**src/rtl/maxpool_pkg.sv**
```systemverilog
// Shared helpers for the streaming max-pool: geometry functions and the
// per-channel compare used by every lane.
package maxpool_pkg;

  localparam int MAX_W = 32;
  typedef logic [MAX_W-1:0] samp_t;

  function automatic int unsigned out_cols(input int unsigned img_w, input int unsigned pool);
    return img_w / pool;
  endfunction

  // Index width that never collapses to zero bits for a one-entry range.
  function automatic int unsigned idx_w(input int unsigned n);
    return (n > 1) ? $clog2(n) : 1;
  endfunction

  // Flipping the sign bit turns two's complement into offset binary, so a
  // single unsigned compare serves both modes. A tie keeps a.
  function automatic samp_t max_ch(input samp_t a, input samp_t b,
                                   input logic signed_mode, input int unsigned w);
    samp_t bias;
    bias = signed_mode ? (samp_t'(1) << (w - 1)) : '0;
    return ((b ^ bias) > (a ^ bias)) ? b : a;
  endfunction

endpackage

```
**src/rtl/maxpool_line_buf.sv**
```systemverilog
// One pooled row of partial column maxima: one write port, asynchronous read.
module maxpool_line_buf #(
  parameter int DEPTH = 128,
  parameter int WIDTH = 8,
  parameter int AW    = 7
) (
  input  logic             i_clk,
  input  logic             i_we,
  input  logic [AW-1:0]    i_waddr,
  input  logic [WIDTH-1:0] i_wdata,
  input  logic [AW-1:0]    i_raddr,
  output logic [WIDTH-1:0] o_rdata
);

  logic [WIDTH-1:0] mem [DEPTH];

  always_ff @(posedge i_clk) begin
    if (i_we) mem[i_waddr] <= i_wdata;
  end

  assign o_rdata = mem[i_raddr];

endmodule

```
**src/rtl/maxpool_stream.sv**
```systemverilog
// Streaming POOLxPOOL / stride-POOL max-pool over a raster feature map,
// one pixel per valid beat, CH channels pooled independently.
module maxpool_stream
  import maxpool_pkg::*;
#(
  parameter int DATA_W = 8,
  parameter int IMG_W  = 256,
  parameter int POOL   = 2,
  parameter int CH     = 1,
  parameter int SIGNED = 0
) (
  input  logic                 i_clk,
  input  logic                 i_reset_n,
  input  logic                 i_sof,
  input  logic                 i_data_valid,
  input  logic [CH*DATA_W-1:0] i_data,
  output logic                 o_data_valid,
  output logic [CH*DATA_W-1:0] o_data,
  output logic                 o_row_done
);

  localparam int OW     = out_cols(IMG_W, POOL);
  localparam int COL_W  = idx_w(IMG_W);
  localparam int OCOL_W = idx_w(OW);
  localparam int PROW_W = idx_w(POOL);
  localparam int PW     = CH * DATA_W;

  localparam logic [COL_W-1:0]  COL_LAST  = COL_W'(IMG_W - 1);
  localparam logic [COL_W:0]    COL_END   = (COL_W + 1)'(OW * POOL);
  localparam logic [PROW_W-1:0] P_LAST    = PROW_W'(POOL - 1);
  localparam logic [OCOL_W-1:0] OCOL_LAST = OCOL_W'(OW - 1);
  localparam logic              SGN       = (SIGNED != 0);

  typedef logic [PW-1:0] pix_t;

  logic [COL_W-1:0]  col_q, col_d, col_e;
  logic [PROW_W-1:0] prow_q, prow_d, prow_e;
  logic [PROW_W-1:0] hcnt_q, hcnt_d, hcnt_e;
  logic [OCOL_W-1:0] ocol_q, ocol_d, ocol_e;
  pix_t              hacc_q, hacc_d, hacc_nx;
  pix_t              o_data_q, o_data_d;
  logic              valid_q, valid_d;
  logic              row_done_q, row_done_d;

  pix_t lb_rd, m_pix;
  logic lb_we, in_win, close;

  // A qualified sof makes the current beat pixel (0,0), abandoning any partial window.
  always_comb begin
    col_e  = i_sof ? '0 : col_q;
    prow_e = i_sof ? '0 : prow_q;
    hcnt_e = i_sof ? '0 : hcnt_q;
    ocol_e = i_sof ? '0 : ocol_q;
  end

  assign in_win = ({1'b0, col_e} < COL_END);
  assign close  = in_win && (hcnt_e == P_LAST);

  for (genvar c = 0; c < CH; c++) begin : g_lane
    logic [DATA_W-1:0] px, acc, lb, h, m;
    assign px  = i_data[c*DATA_W +: DATA_W];
    assign acc = hacc_q[c*DATA_W +: DATA_W];
    assign lb  = lb_rd[c*DATA_W +: DATA_W];
    assign h   = (hcnt_e == '0) ? px
               : DATA_W'(max_ch(samp_t'(acc), samp_t'(px), SGN, DATA_W));
    assign m   = (prow_e != '0) ? DATA_W'(max_ch(samp_t'(lb), samp_t'(h), SGN, DATA_W)) : h;
    assign hacc_nx[c*DATA_W +: DATA_W] = h;
    assign m_pix[c*DATA_W +: DATA_W]   = m;
  end

  maxpool_line_buf #(
    .DEPTH (OW),
    .WIDTH (PW),
    .AW    (OCOL_W)
  ) u_line_buf (
    .i_clk   (i_clk),
    .i_we    (lb_we),
    .i_waddr (ocol_e),
    .i_wdata (m_pix),
    .i_raddr (ocol_e),
    .o_rdata (lb_rd)
  );

  always_comb begin
    col_d      = col_q;
    prow_d     = prow_q;
    hcnt_d     = hcnt_q;
    ocol_d     = ocol_q;
    hacc_d     = hacc_q;
    o_data_d   = o_data_q;
    valid_d    = 1'b0;
    row_done_d = 1'b0;
    lb_we      = 1'b0;
    if (i_data_valid) begin
      if (in_win) begin
        hacc_d = hacc_nx;
        if (close) begin
          if (prow_e == P_LAST) begin
            o_data_d   = m_pix;
            valid_d    = 1'b1;
            row_done_d = (ocol_e == OCOL_LAST);
          end else begin
            lb_we = 1'b1;
          end
        end
      end
      if (col_e == COL_LAST) begin
        col_d  = '0;
        ocol_d = '0;
        hcnt_d = '0;
        prow_d = (prow_e == P_LAST) ? '0 : prow_e + 1'b1;
      end else begin
        col_d  = col_e + 1'b1;
        prow_d = prow_e;
        hcnt_d = hcnt_e;
        ocol_d = ocol_e;
        if (close) begin
          hcnt_d = '0;
          ocol_d = ocol_e + 1'b1;
        end else if (in_win) begin
          hcnt_d = hcnt_e + 1'b1;
        end
      end
    end
  end

  always_ff @(posedge i_clk or negedge i_reset_n) begin
    if (!i_reset_n) begin
      col_q      <= '0;
      prow_q     <= '0;
      hcnt_q     <= '0;
      ocol_q     <= '0;
      hacc_q     <= '0;
      o_data_q   <= '0;
      valid_q    <= 1'b0;
      row_done_q <= 1'b0;
    end else begin
      col_q      <= col_d;
      prow_q     <= prow_d;
      hcnt_q     <= hcnt_d;
      ocol_q     <= ocol_d;
      hacc_q     <= hacc_d;
      o_data_q   <= o_data_d;
      valid_q    <= valid_d;
      row_done_q <= row_done_d;
    end
  end

  assign o_data_valid = valid_q;
  assign o_data       = o_data_q;
  assign o_row_done   = row_done_q;

endmodule
```
**config.mk**
```make
export PLATFORM = sky130hd
export DESIGN_NAME = maxpool_stream
export DESIGN_NICKNAME = d
export VERILOG_FILES = /design/src/rtl/maxpool_pkg.sv /design/src/rtl/maxpool_line_buf.sv /design/src/rtl/maxpool_stream.sv
export SDC_FILE = /design/constraint.sdc
export NUM_CORES = 1
export LEC_CHECK = 0
export ABC_AREA = 1
export BUFFER_PORTS_ARGS = -buffer_cell sky130_fd_sc_hd__buf_2
export CORE_ASPECT_RATIO = 2
export CORE_MARGIN = 2
export CORE_UTILIZATION = 45
export CTS_CLUSTER_SIZE = 28
export DETAILED_ROUTE_END_ITERATION = 12
export GPL_ROUTABILITY_DRIVEN = 0
export SETUP_SLACK_MARGIN = 0.2
export SLEW_MARGIN = 20
export SYNTH_ARGS = -nofsm -noshare
export SYNTH_HDL_FRONTEND = slang
export SYNTH_SLANG_ARGS = --single-unit
```
**constraint.sdc**
```tcl
create_clock -name i_clk -period 8.5 [get_ports i_clk]
set_clock_uncertainty 0.15 [all_clocks]
set_input_delay 0.85 -clock i_clk [delete_from_list [all_inputs] [get_ports i_clk]]
set_output_delay 0.85 -clock i_clk [all_outputs]
set_load 0.05 [all_outputs]
```
==> results of run 1 <==
[placed cells by master (no fill, tap or decap), types with 9 or more instances in the layout]
cell type,synthesis,layout
clkinv_2,0,22
nand3_1,95,95
buf_4,39,47
clkbuf_1,64,16
o21ai_0,190,190
clkbuf_16,0,91
dfrtp_1,35,34
edfxtp_1,1024,1024
buf_2,90,21
inv_1,684,684
nand3b_1,12,12
nor2_1,409,404
nor2_2,6,9
bufinv_16,0,13
ha_1,18,18
o21ai_1,93,93
nand2_1,2118,2117
a21oi_1,22,21
buf_12,0,23
clkinv_1,2,16
[cell usage after synthesis (5+ instances only)]
| master | count | area [um^2] |
|---|---|---|
| nand2_1 | 2118 | 7950 |
| edfxtp_1 | 1024 | 30750 |
| inv_1 | 684 | 2567 |
| nor2_1 | 409 | 1535 |
| o21ai_0 | 190 | 950.9 |
| nand3_1 | 95 | 475.5 |
| o21ai_1 | 93 | 465.5 |
| buf_2 | 90 | 450.4 |
| clkbuf_1 | 64 | 240.2 |
| buf_4 | 39 | 292.8 |
| dfrtp_1 | 35 | 875.8 |
| a21oi_1 | 22 | 110.1 |
| ha_1 | 18 | 225.2 |
| buf_1 | 16 | 60.06 |
| nand3b_1 | 12 | 90.09 |
| buf_6 | 10 | 112.6 |
| a21boi_1 | 7 | 52.55 |
| nor3_1 | 7 | 35.03 |
| o22ai_1 | 7 | 43.79 |
| nor2_2 | 6 | 37.54 |
| nand4_1 | 5 | 31.28 |
| xor2_1 | 5 | 43.79 |
[state kept, by name, indices dropped and copies added, names as in the netlist]
signal and flops:
o_data_valid 1, o_row_done 1, g_lane.acc 8, ocol_q 7
hcnt_q 1, prow_q 1, col_q 8, o_data 8
u_line_buf.mem 1024
[layout make-up]
class | count | area, um^2
timing repair buffer | 92 | 945.9
clock inverter | 58 | 666.9
inverter | 689 | 2589
clock buffer | 109 | 2365
fill | 9515 | 52700
sequential | 1059 | 31630
multi-input combinational | 3008 | 12290
antenna | 1 | 2.502
tap | 1360 | 1702
[final timing paths]
kind                                 from                     to  slack, ns
worst min register to register   col_q[6]               col_q[6]       0.33
worst min-delay path            i_reset_n       g_lane[0].acc[3]       0.12
worst max-delay path            ocol_q[0]  u_line_buf.mem[25][6]       2.60
worst max register to register  ocol_q[0]  u_line_buf.mem[25][6]       2.60
min in group i_clk               col_q[6]               col_q[6]       0.33
max in group asynchronous       i_reset_n              ocol_q[0]       7.45
[per-layer routing]
metal	track usage (%)	vias up
met3	3.208	309
met2	42.98	881
met4	14.02	0
met5	0	-
met1	26.44	15290
li1	-	15600
[logic make-up (layout without fill, tap and decap cells)]
family | Yosys count | count (layout) | share of synthesized area [%]
buffers and inverters | 909 | 948 | 7.908
AOI/OAI and AO/OA | 327 | 327 | 3.553
adders and majority gates | 18 | 18 | 0.4737
DFF | 1059 | 1059 | 66.52
xor gates and xnor gates | 5 | 5 | 0.09210
and+or+nand+nor | 2658 | 2658 | 21.46
other | 0 | 1 | 0
[worst reg2reg max path: stages (launching register included)]
cell	delay, ns
dfrtp_2	0.77
inv_2	0.11
nor2_4	0.55
buf_12	0.34
buf_4	0.36
nand2_1	0.08
nand2_1	0.06
nand2_1	0.05
nand2_1	0.09
nand2_1	0.05
nand2_1	0.20
nand2_1	0.26
nand2_1	0.15
nor2_1	0.05
nor2_1	0.11
nor2_1	0.06
nand2_1	0.17
ha_1	0.27
a21oi_1	0.15
o211ai_1	0.11
a21oi_2	0.23
inv_1	0.16
nand2_1	0.12
and2_4	0.52
buf_12	0.41
[metrics by stage]
step           utilization [%]  instance area, um^2  hold WS (ns)  instances
6_report                 49.76                52190        0.1220       6376
5_1_grt                  49.76                52190        0.1705       6376
4_1_cts                  49.73                52160        0.1171       6374
3_5_place_dp             46.84                49130        0.3190       6207
3_3_place_gp             46.84                49130        0.3142       6207
2_1_floorplan                -                47550        0.3017       4976
[power by group]
part	switching, W	internal (W)
logic	0.00104	0.000299
registers	0.0000291	0.00602
clock network	0.00191	0.00239
==> metrics.cfg, run 1 <==
[global_routing]
first_global_vias=31340
grt-ovfl-total=0
grt_start_max_net_pins=108
antenna_found_initial=1
grt_usage_pct=23.84
grt_pass1_wl_um=191300

[critical_path]
critPathSlowestCell=dfrtp_2
path_depth=24
critPathKind=flip-flop to flip-flop
end_kind=flip-flop
cp_slowest_stage_delay_ns=0.77
cp.arrival_ns=6.20
crit_buf_inv=5
crit_family=simple AND/OR/NAND/NOR gates
rr_worst_depth=24
worst_path_most_repeated_cell=nand2_1
cp_max_fo=84
crit_chain=inv_2 -> nor2_4 -> buf_12 -> buf_4 -> nand2_1 -> nand2_1 -> nand2_1 -> nand2_1 -> nand2_1 -> nand2_1 -> nand2_1 -> nand2_1 -> nor2_1 -> nor2_1 -> nor2_1 -> nand2_1 -> ha_1 -> a21oi_1 -> o211ai_1 -> a21oi_2 -> inv_1 -> nand2_1 -> and2_4 -> buf_12
startpoint_type=flip-flop
cp.required_ns=8.79

[timing]
timing.final.ws_setup_ns=2.596
maxSlewViolCount=0
worst_slew_pin_slew_ns=1.113
fin_crit_ns=5.904
period_share_pct=69.46
max_slew_margin_pct=25.50
rsz0062_at_grt=no
report.final.setup_viol=0
hold_viol=0
fmax_mhz=169.4
tns_ns=0

[detailed_routing]
drt_pass1_iterations=5
drt_iter0_markers=2428
avgViaCountPerCell=5.032
wl_met2_um=66640
drc=0
vias=32080
top_layer_used=met4
wl_met1_um=46630
wl_per_cell_um=20.00
antenna_left=0
wirelength_um=127500
wl_met3_um=5973

[min_path]
hp-class=primary input to asynchronous set/reset pin

[power_and_ir_drop]
leakage_nw=22.67
peakVddDrop_uv=161.7
p_per_area_nw_per_um2=224.0
power_w=0.01169

[cts]
post-cts-setup-buffers=0
ctsHoldBuffers=0
cts_tree=done
root_buffer=clkbuf_16
clkTransAtPathRegs_ns=0.07
cts_resized=0
cts_sinks=1059
cts_buffers=89
clk_latency_ns=0.71
cts_max_level=3
clk_path_buf_depth=3

[logic_synthesis]
synth.avg_cell_area_um2=9.555
yosys.cell_types.count=35
syn_nets=5006
synthesis.area_um2=47550
ys_warn_count=0
syn_inst=4976
synth-seq-cells=1059
ys_seq_area_share_pct=66.52
synth_edf_count=1024
async_reset_ff_share_pct=3.305
synth_ff_type=edfxtp_1

[layout]
drive_gt1_share_pct=5.145
area_growth_pct=9.771
fin_nets=4969

[floorplanning]
placementRows=168
io-pin-count=22
coreArea_um2=104900
die-height_um=463.7
die_area_um2=108400
initial_core_util_pct=45.33
dieWidth_um=233.8

[job]
cap_viol_max_count=0

[place]
post-place-ws_ns=1.820
numPortBuffers=21
hpwl_um=78450

[outcome]
outcome=completed

No activity file was read; power rests on OpenSTA's default activity.
==> inputs of run 2 (changes only) <==
clock period = 4.9 ns   (was 8.5 ns; I/O delays follow)
==> metrics.cfg, run 2 (synthesis results as in run 1) <==
[layout]
area_growth_pct=14.67  ; was 9.771%
layout_common_cells=nand2_1 (2113), edfxtp_1 (1024), inv_1 (683)  ; was nand2_1 (2117), edfxtp_1 (1024), inv_1 (684)
max_flop_register=u_line_buf.mem  ; unchanged
drive_gt1_share_pct=9.393  ; was 5.145%
fin_nets=5194  ; was 4969
largest_reg_flops=1024  ; unchanged
nFillCells=9398  ; was 9515
mostFrequentLayoutCell=nand2_1  ; unchanged

[power_and_ir_drop]
p_per_area_nw_per_um2=378.8  ; was 224.0 nW/um^2
p_clk_share_pct=35.9  ; was 36.8%
p_seq_share_pct=50.7  ; was 51.7%
p_int_w=0.01526  ; was 0.008713 W
leakage_nw=23.96  ; was 22.67 nW
peakVddDrop_uv=271.5  ; was 161.7 uV
switching_share_pct=26.10  ; was 25.45%
p_switching_w=0.005392  ; was 0.002975 W
power_w=0.02065  ; was 0.01169 W
p_comb_share_pct=13.5  ; was 11.4%

[critical_path]
startpoint_type=flip-flop  ; unchanged
worst_path_most_repeated_cell=nand2_1  ; unchanged
cp-startpoint=ocol_q[0]  ; unchanged
cp_slowest_stage_delay_ns=0.45  ; was 0.77 ns
cp_max_fo=25  ; was 84
end_kind=flip-flop  ; unchanged
r2r_start=ocol_q[0]  ; unchanged
critPathKind=flip-flop to flip-flop  ; unchanged
critPathSlowestCell=dfrtp_2  ; unchanged
cp.required_ns=5.29  ; was 8.79 ns
cp.arrival_ns=4.97  ; was 6.20 ns

[timing]
timing.hold.ws_ns=0.1372  ; was 0.1220 ns
period_share_pct=93.52  ; was 69.46%
max_slew_margin_pct=25.19  ; was 25.50%
fmax_mhz=218.2  ; was 169.4 MHz
worst_slew_pin_slew_ns=1.118  ; was 1.113 ns
tns_ns=0  ; unchanged
fin_crit_ns=4.583  ; was 5.904 ns
report.final.setup_viol=0  ; unchanged
maxSlewViolCount=0  ; unchanged
hold_viol=0  ; unchanged
rsz0062_at_grt=no  ; unchanged

[floorplanning]
die-height_um=463.7  ; unchanged
coreArea_um2=104900  ; unchanged
initial_core_util_pct=45.33  ; unchanged
placementRows=168  ; unchanged
io-pin-count=22  ; unchanged
dieWidth_um=233.8  ; unchanged
die_area_um2=108400  ; unchanged

[global_routing]
antenna_found_initial=1  ; unchanged
grt_start_max_net_pins=71  ; was 108
grt_usage_pct=25.68  ; was 23.84%
grt-ovfl-total=0  ; unchanged
first_global_vias=32700  ; was 31.34k
grt_pass1_wl_um=204100  ; was 191300 um

[cts]
clk_latency_ns=0.73  ; was 0.71 ns
cts_sinks=1059  ; unchanged
cts_tree=done  ; unchanged
cts_buffers=89  ; unchanged
clkTransAtPathRegs_ns=0.07  ; about the same
root_buffer=clkbuf_16  ; unchanged
clk_path_buf_depth=3  ; unchanged
cts_max_level=3  ; unchanged

[min_path]
hp-class=primary input to flip-flop  ; was primary input to asynchronous set/reset pin
worstHoldStart=i_data[1]

[detailed_routing]
wl_per_cell_um=21.39  ; was 20.00 um
wl_met1_um=50340  ; was 46630 um
wirelength_um=141200  ; was 127500 um
drt_iter0_markers=2516  ; was 2428
antenna_left=0  ; unchanged
top_layer_used=met4  ; unchanged
vias=34030  ; was 32.08k
drt_pass1_iterations=6  ; was 5
wl_met2_um=72940  ; was 66640 um
avgViaCountPerCell=5.156  ; was 5.032
wl_met3_um=7417  ; was 5973 um
drc=0  ; unchanged

[outcome]
outcome=completed  ; unchanged

[place]
numPortBuffers=21  ; unchanged
hpwl_um=92660  ; was 78450 um

[job]
cap_viol_max_count=0  ; unchanged

==> run 2: cell types whose count changed in the layout (fill, tap and decap cells not counted), sizes merged <==
cell         previous run  this run
clkbuf                109       112
buf                    92       307
nand2                2120      2121
inv                   690       689
clkinv                 42        40
bufinv                 13        11
dlygate4sd3             0         2
clkinvlp                2         9
==> run 2: cell type report <==
cell class | instances | area [um^2] | area share (%)
Antenna cell | 1 | 2.502 | 0.004590
Sequential cell | 1059 | 31630 | 58.01
Inverter | 689 | 2594 | 4.758
Multi-Input combinational cell | 3009 | 12340 | 22.63
Clock buffer | 105 | 2307 | 4.232
Tap cell | 1360 | 1702 | 3.121
Clock inverter | 60 | 693.2 | 1.271
Timing Repair Buffer | 316 | 3257 | 5.974
==> run 2: what timing repair did <==
action                                  CTS  global route
resized for setup                         0            12
hold buffers                              2             0
endpoints found under the setup margin    0           967
buffers inserted                          0            16
endpoints found under the hold margin    36             0
==> run 2: power by group through the flow <==
stage	combinational, W	sequential (W)	clock, W
after floorplan	0.00132	0.0108	0
after global placement	0.00263	0.0107	0
after detailed placement	0.00266	0.0107	0
after CTS	0.00268	0.0105	0.00751
after global routing	0.00300	0.0105	0.00781
final	0.00278	0.0105	0.00741
==> run 2: routing by layer <==
layer | track usage [%] | vias to the layer above
li1 | - | 16070
met2 | 45.41 | 1199
met5 | 0 | -
met3 | 3.233 | 374
met4 | 17.33 | 0
met1 | 28.50 | 16390
==> run 2: path summary, 6_finish.rpt <==
kind | slack [ns] | cells past startpoint | endpoint
setup / recovery | 0.32 | 28 | u_line_buf.mem[0][5]
min in group asynchronous | 0.26 | 2 | o_data[2]
setup reg to reg | 0.32 | 28 | u_line_buf.mem[0][5]
hold / removal | 0.14 | 6 | g_lane[0].acc[1]
hold reg to reg | 0.33 | 2 | o_data[2]
max in group asynchronous | 3.74 | 2 | ocol_q[1]
==> run 2: metrics by stage <==
stage               instances  util [%]  instance area (um^2)  setup WS, ns
floorplan                4976         -                 47730       -0.3822
global placement         6407     48.73                 51120       0.01531
detailed placement       6407     48.73                 51120     -0.005835
CTS                      6574     51.61                 54140        0.2642
global route             6599     51.98                 54520        0.1995
finish                   6599     51.98                 54520        0.3175
==> run 2: critical path, delay by kind of cell (launching register included) <==
family,cells,cell delay [ns]
DFF,1,0.45
adders and majority gates,1,0.32
buffers and inverters,7,1.08
AOI/OAI and AO/OA,3,0.62
and+or+nand+nor,17,1.75
